===== src/rtl/sdram_frame_reader_pkg.sv =====
// Shared definitions for the SDRAM frame reader.
// - Default SDRAM data/address widths, kept in step with the controller's
//   Sdram_Params.h.
// - The reader FSM state type, plus a helper that tells whether a state
//   counts as "busy".
package sdram_frame_reader_pkg;

  localparam int SDRAM_DSIZE = 16;
  localparam int SDRAM_ASIZE = 22;

  typedef enum logic [2:0] {
    ST_IDLE,
    ST_LOAD,
    ST_STREAM,
    ST_DRAIN,
    ST_FLUSH,
    ST_DONE
  } state_e;

  // DONE is excluded, so busy is already low in the cycle where done pulses.
  function automatic logic state_busy(state_e s);
    return (s == ST_LOAD) || (s == ST_STREAM) || (s == ST_DRAIN) || (s == ST_FLUSH);
  endfunction

endpackage


===== src/rtl/sdram_rd_skid.sv =====
// Two-entry output buffer that sits between the SDRAM read FIFO and the
// pixel stream.
// Ports:
//   CTRL_CLK, RESET_N : clock and asynchronous active-low reset
//   i_clr             : drop all contents; takes priority over push
//   i_push, i_data    : write one word
//   o_data, o_valid,
//   i_ready           : stream output; a pop happens on o_valid & i_ready
//   o_occ             : current number of stored words (0..2)
module sdram_rd_skid #(
  parameter int DW = 16
) (
  input  logic          CTRL_CLK,
  input  logic          RESET_N,
  input  logic          i_clr,
  input  logic          i_push,
  input  logic [DW-1:0] i_data,
  output logic [DW-1:0] o_data,
  output logic          o_valid,
  input  logic          i_ready,
  output logic [1:0]    o_occ
);

  logic [1:0][DW-1:0] r_mem;
  logic               r_wp, r_rp;
  logic [1:0]         r_occ;
  logic               w_pop;

  assign w_pop   = o_valid & i_ready;
  assign o_valid = (r_occ != 2'd0);
  assign o_data  = r_mem[r_rp];
  assign o_occ   = r_occ;

  // The upstream credit check never lets a push arrive while the buffer is full.
  always_ff @(posedge CTRL_CLK or negedge RESET_N) begin
    if (!RESET_N) begin
      r_mem <= '0;
      r_wp  <= 1'b0;
      r_rp  <= 1'b0;
      r_occ <= 2'd0;
    end else if (i_clr) begin
      r_wp  <= 1'b0;
      r_rp  <= 1'b0;
      r_occ <= 2'd0;
    end else begin
      if (i_push) begin
        r_mem[r_wp] <= i_data;
        r_wp        <= ~r_wp;
      end
      if (w_pop) r_rp <= ~r_rp;
      r_occ <= r_occ + {1'b0, i_push} - {1'b0, w_pop};
    end
  end

endmodule


===== src/rtl/sdram_frame_reader.sv =====
// Read-port client for one read side of the 4-port SDRAM controller.
// It programs the port window, pulses RD_LOAD, and drains exactly
// frame_words words into a valid/ready stream that carries m_last. It then
// pulses RD_LOAD again to throw away the words the controller prefetched
// past the frame.
// Ports:
//   CTRL_CLK, RESET_N          : clock (also the port's RDx_CLK) and async reset
//   start, abort               : single-cycle commands
//   frame_base, frame_words    : frame window
//   busy, done, aborted, err   : status
//   RD_ADDR, RD_MAX_ADDR,
//   RD_LENGTH, RD_LOAD         : controller port programming
//   RD, RD_DATA, RD_EMPTY,
//   RD_USE                     : controller read FIFO
//   m_data, m_valid, m_ready,
//   m_last                     : output stream
module sdram_frame_reader
  import sdram_frame_reader_pkg::*;
#(
  parameter int DSIZE       = SDRAM_DSIZE,
  parameter int ASIZE       = SDRAM_ASIZE,
  parameter int BURST_LEN   = 256,
  parameter int LOAD_CYCLES = 4
) (
  input  logic             CTRL_CLK,
  input  logic             RESET_N,
  input  logic             start,
  input  logic             abort,
  input  logic [ASIZE-1:0] frame_base,
  input  logic [ASIZE-1:0] frame_words,
  output logic             busy,
  output logic             done,
  output logic             aborted,
  output logic             err,
  output logic [ASIZE-1:0] RD_ADDR,
  output logic [ASIZE-1:0] RD_MAX_ADDR,
  output logic [9:0]       RD_LENGTH,
  output logic             RD_LOAD,
  output logic             RD,
  input  logic [DSIZE-1:0] RD_DATA,
  input  logic             RD_EMPTY,
  input  logic [15:0]      RD_USE,
  output logic [DSIZE-1:0] m_data,
  output logic             m_valid,
  input  logic             m_ready,
  output logic             m_last
);

  localparam int CW = $clog2(LOAD_CYCLES);

  state_e           r_state, w_nxt;
  logic [ASIZE-1:0] r_words, r_rd_addr, r_rd_max;
  logic [9:0]       r_rd_len;
  logic [ASIZE:0]   r_issued, r_sent, w_sum;
  logic [CW-1:0]    r_cnt;
  logic             r_rd_q, r_err, r_aborted;
  logic             w_ok, w_accept, w_reject, w_load, w_rd, w_clr, w_push, w_pop, w_cnt_end;
  logic [1:0]       w_occ;
  logic [2:0]       w_credit;
  logic             w_unused_use;

  // FIFO fill level is status only; the empty flag drives the read decision.
  assign w_unused_use = ^RD_USE;

  assign w_sum     = {1'b0, frame_base} + {1'b0, frame_words};
  assign w_ok      = (frame_words != '0) && ((frame_words & ASIZE'(BURST_LEN - 1)) == '0)
                     && !w_sum[ASIZE];
  assign w_accept  = start && (r_state == ST_IDLE) && w_ok;
  assign w_reject  = start && (r_state == ST_IDLE) && !w_ok;
  assign w_pop     = m_valid & m_ready;
  // Words already owed to the buffer after this cycle's pop; at most two may be outstanding.
  assign w_credit  = {1'b0, w_occ} + {2'b0, r_rd_q} - {2'b0, w_pop};
  assign w_cnt_end = (r_cnt == CW'(LOAD_CYCLES - 1));
  // Once the FSM has left the frame (abort -> FLUSH), an in-flight word is simply not captured.
  assign w_push    = r_rd_q && ((r_state == ST_STREAM) || (r_state == ST_DRAIN));

  always_ff @(posedge CTRL_CLK or negedge RESET_N) begin
    if (!RESET_N) r_state <= ST_IDLE;
    else          r_state <= w_nxt;
  end

  always_comb begin
    w_nxt  = r_state;
    w_load = 1'b0;
    w_rd   = 1'b0;
    w_clr  = 1'b0;
    case (r_state)
      ST_IDLE:   if (w_accept) w_nxt = ST_LOAD;
      ST_LOAD: begin
        w_load = 1'b1;
        if (abort) begin
          w_clr = 1'b1;
          w_nxt = ST_FLUSH;
        end else if (w_cnt_end) w_nxt = ST_STREAM;
      end
      ST_STREAM: begin
        if (abort) begin
          w_clr = 1'b1;
          w_nxt = ST_FLUSH;
        end else begin
          w_rd = !RD_EMPTY && (r_issued < {1'b0, r_words}) && (w_credit < 3'd2);
          if (r_issued == {1'b0, r_words}) w_nxt = ST_DRAIN;
        end
      end
      ST_DRAIN: begin
        if (abort) begin
          w_clr = 1'b1;
          w_nxt = ST_FLUSH;
        end else if ((w_occ == 2'd0) && !r_rd_q) w_nxt = ST_FLUSH;
      end
      ST_FLUSH: begin
        w_load = 1'b1;
        if (w_cnt_end) w_nxt = ST_DONE;
      end
      ST_DONE:   w_nxt = ST_IDLE;
      default:   w_nxt = ST_IDLE;
    endcase
  end

  always_ff @(posedge CTRL_CLK or negedge RESET_N) begin
    if (!RESET_N) begin
      r_words   <= '0;
      r_rd_addr <= '0;
      r_rd_max  <= '0;
      r_rd_len  <= '0;
      r_issued  <= '0;
      r_sent    <= '0;
      r_cnt     <= '0;
      r_rd_q    <= 1'b0;
      r_err     <= 1'b0;
      r_aborted <= 1'b0;
    end else begin
      r_rd_q <= w_rd;
      r_err  <= w_reject;
      // The pulse counter restarts on every state change, so the LOAD and FLUSH pulses each get the full width.
      if (w_nxt != r_state) r_cnt <= '0;
      else if (w_load)      r_cnt <= r_cnt + 1'b1;
      if (w_accept) begin
        r_words   <= frame_words;
        r_rd_addr <= frame_base;
        r_rd_max  <= w_sum[ASIZE-1:0];
        r_rd_len  <= 10'(BURST_LEN);
        r_issued  <= '0;
        r_sent    <= '0;
        r_aborted <= 1'b0;
      end else begin
        if (w_rd)  r_issued  <= r_issued + 1'b1;
        if (w_pop) r_sent    <= r_sent + 1'b1;
        if (w_clr) r_aborted <= 1'b1;
      end
    end
  end

  sdram_rd_skid #(.DW(DSIZE)) u_skid (
    .CTRL_CLK (CTRL_CLK),
    .RESET_N  (RESET_N),
    .i_clr    (w_clr),
    .i_push   (w_push),
    .i_data   (RD_DATA),
    .o_data   (m_data),
    .o_valid  (m_valid),
    .i_ready  (m_ready),
    .o_occ    (w_occ)
  );

  assign busy        = state_busy(r_state);
  assign done        = (r_state == ST_DONE);
  assign aborted     = (r_state == ST_DONE) && r_aborted;
  assign err         = r_err;
  assign RD_ADDR     = r_rd_addr;
  assign RD_MAX_ADDR = r_rd_max;
  assign RD_LENGTH   = r_rd_len;
  assign RD_LOAD     = w_load;
  assign RD          = w_rd;
  assign m_last      = m_valid && (r_sent == ({1'b0, r_words} - 1'b1));

endmodule


===== config.mk =====
export PLATFORM = sky130hd
export DESIGN_NAME = sdram_frame_reader
export DESIGN_NICKNAME = d
export VERILOG_FILES = /design/src/rtl/sdram_frame_reader_pkg.sv /design/src/rtl/sdram_rd_skid.sv /design/src/rtl/sdram_frame_reader.sv
export SDC_FILE = /design/constraint.sdc
export NUM_CORES = 1
export LEC_CHECK = 0
export ABC_CLOCK_PERIOD_IN_PS = 3800
export CORE_ASPECT_RATIO = 0.7
export CORE_MARGIN = 5
export CORE_UTILIZATION = 56
export CTS_BUF_LIST = sky130_fd_sc_hd__clkbuf_4
export DETAILED_ROUTE_END_ITERATION = 12
export HOLD_SLACK_MARGIN = 0.15
export PLACE_DENSITY = 0.83
export SYNTH_ARGS = -nofsm -noshare
export SYNTH_HDL_FRONTEND = slang
export SYNTH_HIERARCHICAL = 1
export SYNTH_SLANG_ARGS = --single-unit

===== constraint.sdc =====
create_clock -name CTRL_CLK -period 3.8 [get_ports CTRL_CLK]
set_clock_uncertainty 0.15 [all_clocks]
set_input_delay 0.57 -clock CTRL_CLK [delete_from_list [all_inputs] [get_ports CTRL_CLK]]
set_output_delay 0.57 -clock CTRL_CLK [all_outputs]
set_load 0.01 [all_outputs]

**Yosys cells after proc, flatten, opt, wreduce, memory -nomap -nowiden**

Cells that the tools add are included.

- $add $sub $neg: 9
- Magnitude comparators: 5
- Equal/unequal tests: 9
- Mux-type cells: 32
- Bitwise gates (word level): 4
- Reductions and logical operators: 34

Operators by type and width:

| cell | number |
|---|---|
| $mux W23 | 4 |
| $mux W16 | 3 |
| $add A23 B1 Y23 const B | 2 |
| $bwmux W32 | 1 |
| $mux W3 | 8 |
| $add A22 B22 Y23 | 1 |
| $eq A23 B22 Y1 | 1 |
| $eq A23 B23 Y1 | 1 |
| $lt A23 B22 Y1 | 1 |
| $sub A22 B1 Y23 const B | 1 |
| $logic_not A22 Y1 | 1 |
| $reduce_bool A22 Y1 | 1 |
| $demux W16 S1 | 1 |
| $pmux W3 S5 | 1 |
| $reduce_bool A2 Y1 | 7 |
| $logic_and A1 B1 Y1 | 12 |
| $mux W1 | 11 |
| $eq A3 B2 Y1 const B | 2 |
| $eq A3 B3 Y1 const B | 2 |
| $mux W2 | 3 |
| $logic_not A1 Y1 | 4 |
| $logic_or A1 B1 Y1 | 4 |
| $lt A1 B2 Y1 const B | 2 |
| $add A2 B1 Y3 | 1 |
| other kinds (16) | 18 |

- Register bits after elaboration: 157
- Input port bits: 82
- Logic and storage cells: 109

**Depth between registers and ports, before layout**

- Depth in word-level cells: 9
- Depth in mapped cells: 13
- Mapped depth without buffers: 11

**Cells and area by module**

The synthesis kept the hierarchy.

Modules (own cells, without submodules):

| module | times used | cells an instance | area each (µm²) | sequential area each (µm²) |
|---|---|---|---|---|
| sdram_frame_reader | 1 | 820 | 7,961.4 | 3,027.9 |
| sdram_rd_skid | 1 | 104 | 1,621.6 | 900.9 |

**Least setup slack after synthesis**

Ideal clock, no wire load.

- Path kind: register to output
- Start: register u_skid.r_occ[1] (netlist: u_skid/o_occ[1])
- End: output port RD
- Data arrival time: 2.907 ns
- Data required time: 3.080 ns
- Setup slack: 0.173 ns
- Stages on the path, launching flop included: 11
- Buffers on the path: 1
- Cells stage by stage: dfrtp_1 or2_2 and2_1 clkbuf_1 ha_1 nand2b_1 fa_1 xnor2_1 nand4b_1 o21bai_1 nor4_1

- Longest elaborated chain between the ends: 7
- Elaborated cells between the ends (all ways): 8
- Classes of those cells: add/sub: 2; order compare: 1; mux: 2; bitwise: 1; reduce/logical: 2

RTL lines:

| what | line | source |
|---|---|---|
| start, declared | sdram_rd_skid.sv:26 | `logic [1:0] r_occ;` |
| start signal, assigned | sdram_rd_skid.sv:51 | `r_occ <= r_occ + {1'b0, i_push} - {1'b0, w_pop};` |
| $reduce_bool A2 Y1 | sdram_rd_skid.sv:30 | `assign o_valid = (r_occ != 2'd0);` |
| via m_valid | sdram_frame_reader.sv:44 | `output logic m_valid,` |
| $and A1 B1 Y1 | sdram_frame_reader.sv:70 | `assign w_pop = m_valid & m_ready;` |
| $sub A3 B1 Y3 | sdram_frame_reader.sv:72 | `assign w_credit = {1'b0, w_occ} + {2'b0, r_rd_q} - {2'b0, w_pop};` |
| $lt A3 B2 Y1 | sdram_frame_reader.sv:101 | `w_rd = !RD_EMPTY && (r_issued < {1'b0, r_words}) && (w_credit < 3'd2);` |
| $logic_and A1 B1 Y1 | sdram_frame_reader.sv:101 |  |
| $mux W1 | sdram_frame_reader.sv:97 | `if (abort) begin` |
| $mux W1 | sdram_frame_reader.sv:87 | `case (r_state)` |
| end, declared | sdram_frame_reader.sv:39 | `output logic RD,` |

The timed path passes the listed nets, and every way through them passes these cells.

**Worst setup path after layout**

- Start: register r_words[10]
- End: output port m_last

- Longest elaborated chain between the ends: 3

RTL lines:

| what | line | source |
|---|---|---|
| start, declared | sdram_frame_reader.sv:52 | `logic [ASIZE-1:0] r_words, r_rd_addr, r_rd_max;` |
| start signal, assigned | sdram_frame_reader.sv:139 | `r_words <= frame_words;` |
| $sub A22 B1 Y23 | sdram_frame_reader.sv:175 | `assign m_last = m_valid && (r_sent == ({1'b0, r_words} - 1'b1));` |
| $eq A23 B23 Y1 | sdram_frame_reader.sv:175 |  |
| $logic_and A1 B1 Y1 | sdram_frame_reader.sv:175 |  |
| end, declared | sdram_frame_reader.sv:46 | `output logic m_last` |

No other way between the ends.

==> results.md <==
* VDD IR max at approximately 0.28 mV
* Status: finished, violations left
* 1st-iter DRT viols at around 720
* Vias in the first global route at 8069
* Placed cell count at approximately 1300
* Core Footprint at around 17000 µm²
* Yosys warnings at 6
* Final worst setup slack at -0.248 ns
* H-tree depth at 4
* Fin. max-slew vios at 0
* EDFF count, synth at 0
* Synth Register Bits at 157
* Mapped Area at roughly 9600 µm²
* Routed len/inst at roughly 19 µm
* Post-synth top flop: dfrtp_1
* Critical path required time at ~3.1 ns
* Clock transition at path regs at 0.16 ns
* RSZ-0062 raised after global routing: true
* GRT Util Overall at 25.5%
* Synthesized area per cell at between 10 and 15 µm²
* DRT antenna net count at 0
* Root Buffer: clkbuf_4
* Rel. slew slack at 41.4%
* Commonest non-fill, non-tap cell in the layout: dfrtp_1
* Area grow syn2layout at 26.6%
* CTS tree: built
* Fmax at 0.247 GHz
* Fin cells at roughly 1400
* Cells after synthesis at between 900 and 1000
* Dpl ws at -0.391 ns
* Async S/R FF share, synth at 100%
* Flop pwr share at a little under half
* Fin Setup TNS at -0.322 ns
* Die Area at 19900 µm²
* Share of layout cells above drive strength 1 at around a quarter
* Max Buffers Root-to-Sink at 2
* Tmin final at 4.05 ns
* Library cells used by synthesis at between 70 and 80
* Final period utilization at 107%
* CP arrival at roughly 3.3 ns
* Number of antenna diodes at 0
* DR vias at between 8000 and 9000
* Drt first pass iters at 7
* CP max FO at 3
* Power share of the clock group at 24.9%
* Sequential area share after synthesis at about two fifths
* Crit end category: primary output
* Fin area at about 12000 µm²
* Switching power at 1.49 mW
* Routed Wire Length at between 20000 and 30000 µm
* Yosys top cell by area: dfrtp_1
* Antenna violations before repair at 0
* Pint at 2.71 mW
* Largest net degree at the start of global routing at 67
* Post-DP HPWL at 18600 µm
* Starting Density at a little under three fifths
* Synth top area share at about two fifths
* Switching part of the total at ~35%
* Final setup fails at 2
* Failing checks: setup timing
* Most frequent cells in the layout: dfrtp_1 (156), clkdlybuf4s50_1 (131), mux2_2 (106), nor2_1 (61), buf_4 (58)
* Gr ovfl total at 0
* Die height at ~120 µm
* Fin nets at 1244
* Top cells by area, synth: dfrtp_1 (41%), mux2_2 (12%), ha_1 (6.7%)
* Combinational Power Share at about 28%
* Placed Area at between 10000 and 15000 µm²
* IO Pins at between 150 and 200
* Row Count at 40
* Final Util at about 72%
* Total power at 4.20 mW
* Kind of critical path: reg -> out
* Final Hold Vio Count at 0
* Hold Path Class: in -> async
* First-pass GRT wire length at about 42000 µm
* Max_cap viols at 0
* IO buf count at between 100 and 150
* Clk_lat worst skew at just under 0.6 ns
* Startpoint types: flop
* Clock sink count at between 150 and 200
* # fillers at around 1200
* Slew @ Worst Pin at about 0.86 ns
* Worst hold slack at 0.355 ns
* Die Span X at approximately 170 µm
* Power Density at between 300 and 400 nW/µm²
* Leakage at between 5 and 6 nW
* CTS buffer count at 17
* DR DRC count at 0
* Drt via density at approximately 6.0
* Gpl congestion at roughly 0.94
[synth_stat cells (8+ instances only)]
cell type and number:
clkbuf_1 18, o21ai_0 25, buf_1 8, dfrtp_1 157
xor2_1 30, or3_1 17, buf_2 9, a21o_1 13
nand2_1 23, and2_1 10, nor2_1 61, buf_4 10
ha_1 51, xnor2_1 40, nor2b_1 10, mux2_2 106
inv_1 41, nand3_1 31, nor4_1 15, o31ai_1 9
o21a_1 11, a211oi_1 9, and3_1 16, and4_1 9
a21oi_1 50, nand4_1 23, nor3_1 20
[final timing paths]
kind                                      startpoint                  endpoint  slack, ns  cells past startpoint
max                          r_words[10]$_DFFE_PN0N_                    m_last      -0.25                      9
min                                          RESET_N    RD_ADDR[1]$_DFFE_PN0N_       0.36                      2
max reg2reg                u_skid/o_occ[0]$_DFF_PN0_  r_issued[14]$_DFFE_PN0P_       0.17                     13
min reg2reg                 RD_LENGTH[8]$_DFFE_PN0N_  RD_LENGTH[8]$_DFFE_PN0N_       0.36                      1
max in group asynchronous                    RESET_N    RD_ADDR[8]$_DFFE_PN0N_       2.26                      3
min in group CTRL_CLK       RD_LENGTH[8]$_DFFE_PN0N_  RD_LENGTH[8]$_DFFE_PN0N_       0.36                      1
[cells by family (layout without fill, tap and decap cells)]
| family | after synthesis | count (layout) | synth area share, % |
|---|---|---|---|
| and+or+nand+nor | 274 | 275 | 16.3 |
| buffers and inverters | 88 | 277 | 4.11 |
| other | 1 | 9 | 0.0391 |
| AOI/OAI and AO/OA | 171 | 171 | 12.0 |
| muxes | 109 | 109 | 12.8 |
| DFF | 157 | 157 | 41.0 |
| adders and majority gates | 53 | 53 | 7.08 |
| xor gates and xnor gates | 71 | 71 | 6.63 |
[final cells by class]
type	instances	area, µm²	area share [%]
Multi-Input combinational cell	688	5490	45.3
Sequential cell	157	3930	32.4
Timing Repair Buffer	204	1970	16.2
Tap cell	231	289	2.38
Clock inverter	15	168	1.38
Inverter	41	154	1.27
Clock buffer	17	128	1.05
[routing by layer]
layer / GRT usage (%) / vias to the layer above / part of all wire, %
met1: 36.7 / 4004 / 45
met5: 0 / - / 0
met4: 6.03 / 0 / 1.7
met3: 7.03 / 52 / 8.7
met2: 38.5 / 339 / 45
li1: - / 3750 / -
[state kept, by name, indices dropped and copies added, names as in the netlist]
name          cells
u_skid/o_occ      2
err               1
r_rd_q            1
r_words          22
r_aborted         1
RD_ADDR          22
r_state           3
RD_MAX_ADDR      22
u_skid/r_wp       1
r_issued         23
u_skid/r_mem     32
RD_LENGTH         1
u_skid/r_rp       1
r_cnt             2
r_sent           23
[critical path, stage by stage (launching register included)]
cell      delay (ns)
dfrtp_1         0.45
or4_4           0.60
nor3_4          0.18
buf_6           0.13
nand2_4         0.04
or4_4           0.54
a221oi_2        0.27
a21oi_2         0.08
nor4_4          0.28
buf_2           0.18
[power groups by stage]
stage | Sequential [mW] | Clock (mW) | Combinational (mW)
finish | 1.96 | 1.04 | 1.19
global route | 1.98 | 1.13 | 1.29
CTS | 1.95 | 1.06 | 1.15
detailed placement | 1.98 | 0 | 1.10
global placement | 1.97 | 0 | 1.05
floorplan | 1.92 | 0 | 0.705
[what timing repair did]
action	CTS	global route
setup endpoints to repair	2	21
pin swaps	28	17
hold buffers	1	0
setup buffers	9	7
gates resized for setup	34	21
gates cloned	0	2
hold endpoints to repair	64	0
Note: power is estimated with default switching activity, not from simulation.
==> patch, RTL diff (config.mk and constraints unchanged) <==
`SDRAM_DSIZE`: 16 -> 8.
--- a/src/rtl/sdram_frame_reader_pkg.sv
+++ b/src/rtl/sdram_frame_reader_pkg.sv
@@ -6,5 +6,5 @@
 package sdram_frame_reader_pkg;
 
-  localparam int SDRAM_DSIZE = 16;
+  localparam int SDRAM_DSIZE = 8;
   localparam int SDRAM_ASIZE = 22;
 
Interface: changed (resized RD_DATA and m_data); port bits go from 160 to 144. No check against the original RTL was run, so the function may have changed too.
==> patch against the unedited design <==
Worst setup slack better by 0.072 ns. Sequential power decreased by 11%. Via count fell by 9.5%. Routed wire length shrank 14%. Highest routed layer unchanged. Critical path depth is 2 higher. Design area decreased by 13%. Sequential cell count down 16. First-iteration DRC count down 12%. Clock power down 4%. Power fell by 11%. Critical path type unchanged. Synthesized area is 11% lower. Hold slack got worse by 0.022 ns. Core utilization fell by 0.27 points. Combinational power fell by 18%. Critical endpoint unchanged. The run still ends with setup timing left.
==> patch: results (changes against the unedited design) <==
status=finished with violations; failing checks=setup timing; Syn. warnings=6 (unchanged); largest cells by area after synthesis=dfrtp_1 (41%), ha_1 (7.5%), xnor2_1 (5.9%), nand2_1 (5.2%), mux2_2 (4.5%); hpwl dp=16600 um (-11%); Worst Setup Slack, final=-0.176 ns (+0.0717 ns); number of global-route vias before repair=6963 (-14%); pin count of the biggest net entering global routing=78 (+16%); top flop regs=r_issued x23, r_sent x23; post-synthesis sequential area ratio=41.5% (+0.48 points); Post-Place Worst Slack=-0.298 ns (+0.0936 ns); gr usage total=25.1% (-0.41 points); post-synthesis adder-cell area fraction=7.97% (+0.90 points); critical path's largest stage delay=0.50 ns (-0.10 ns); Slew headroom=48.5% (+7.1 points); H-tree depth=4 (unchanged); port bufs=118 (-12%); DRT iter0 DRCs=632 (-12%); CP max-delay cell=or4b_4; setup violators final=1 (-1); Post-Synth XOR/XNOR Area=8.91% (+2.3 points); Tightest Hold Check Type=reg -> reg; WP data arrival=3.26 ns (-0.07 ns); Yosys cell types=66 (-11%); clk_lat worst skew=0.55 ns (-0.04 ns); mux contribution to synthesized area=4.85% (-7.9 points); Final nets=1195 (-3.9%); critical path fanouts, max=2 (-1); Pre-antenna DRT Iters=5 (-2); most frequent cells after synthesis=dfrtp_1 (141), nand2_1 (118), nor2_1 (92), xnor2_1 (57), o21ai_0 (52); wire per inst=17.2 um (-9.2%); Max IR drop VDD=0.495 mV (+77%); TritonCTS Buffers=17 (unchanged); Vias=7370 (-9.5%); Worst-path clk slew=0.13 ns (-0.03 ns); share of layout cells above drive strength 1=13.4% (-10 points); FFs w/ async S/R, synth=100% (unchanged); Int Power=2.51 mW (-7.1%); GP Congestion=0.896 (-4.3%); Synth Area in Compound Gates=10.9% (-1.1 points); Lkg Pwr=4.87 nW (-13%); fill count=1101 (-6.8%)
-- patch: kinds of logic (layout without fill, tap and decap cells) --
group | Yosys count | after routing
mux | 37 | 37
other cells | 1 | 9
compound gates | 146 | 146
xor+xnor | 85 | 85
buf+inv | 74 | 231
flops | 141 | 141
simple gates | 378 | 378
fa+ha+maj | 53 | 53
-- patch: metal layers --
layer | up-vias | GRT usage (%) | wire (um) | share of wire [%]
li1 | 3530 | - | - | -
met1 | 3565 | 38.1 | 10400 | 47
met5 | - | 0 | 0 | 0
met3 | 25 | 4.85 | 1510 | 6.9
met2 | 250 | 37.4 | 9770 | 45
met4 | 0 | 5.33 | 232 | 1.1
-- patch: stage by stage --
step	instance area (um^2)	std cells	hold slack (ns)	total power, mW	TNS (ns)
2_1_floorplan	8540	923	0.124	2.29	0
3_3_place_gp	10200	1238	0.298	2.62	-0.335
3_5_place_dp	10200	1238	0.302	2.66	-0.475
4_1_cts	10500	1274	0.336	3.70	-0.236
5_1_grt	10600	1275	0.343	3.93	-0.494
6_report	10600	1275	0.333	3.72	-0.176
-- patch: repair_timing --
| action | in CTS | in global routing |
|---|---|---|
| gates resized for setup | 22 | 3 |
| setup endpoints to repair | 2 | 2 |
| setup buffers | 4 | 1 |
| hold endpoints to repair | 64 | 0 |
| pin swaps | 12 | 7 |
| hold buffers | 1 | 0 |
| gates cloned | 0 | 0 |
-- patch: power groups by stage --
stage	sequential (mW)	combinational (mW)	clock, mW
floorplan	1.73	0.556	0
global placement	1.75	0.865	0
detailed placement	1.76	0.899	0
CTS	1.73	0.947	1.02
global route	1.76	1.08	1.09
finish	1.74	0.981	1.00
-- patch: final timing paths --
kind                                       from              to  slack, ns  cells after the start
worst max-delay path                 r_words[0]          m_last      -0.18                     11
worst min-delay path               RD_LENGTH[8]    RD_LENGTH[8]       0.33                      1
worst max register to register  u_skid/o_occ[0]    r_issued[21]       0.41                     13
worst min register to register     RD_LENGTH[8]    RD_LENGTH[8]       0.33                      1
max in group asynchronous               RESET_N      r_words[3]       2.28                      3
min in group asynchronous               RESET_N  RD_MAX_ADDR[4]       0.40                      2
-- patch: cell type report --
| cell class | instances | area [um^2] | area share [%] |
|---|---|---|---|
| multi-input cells | 708 | 4780 | 45.3 |
| well taps | 195 | 244 | 2.31 |
| clock inverters | 14 | 156 | 1.48 |
| repair buffers | 168 | 1590 | 15.1 |
| clock buffers | 17 | 128 | 1.21 |
| inverters | 32 | 120 | 1.14 |
| flip-flops and latches | 141 | 3530 | 33.4 |
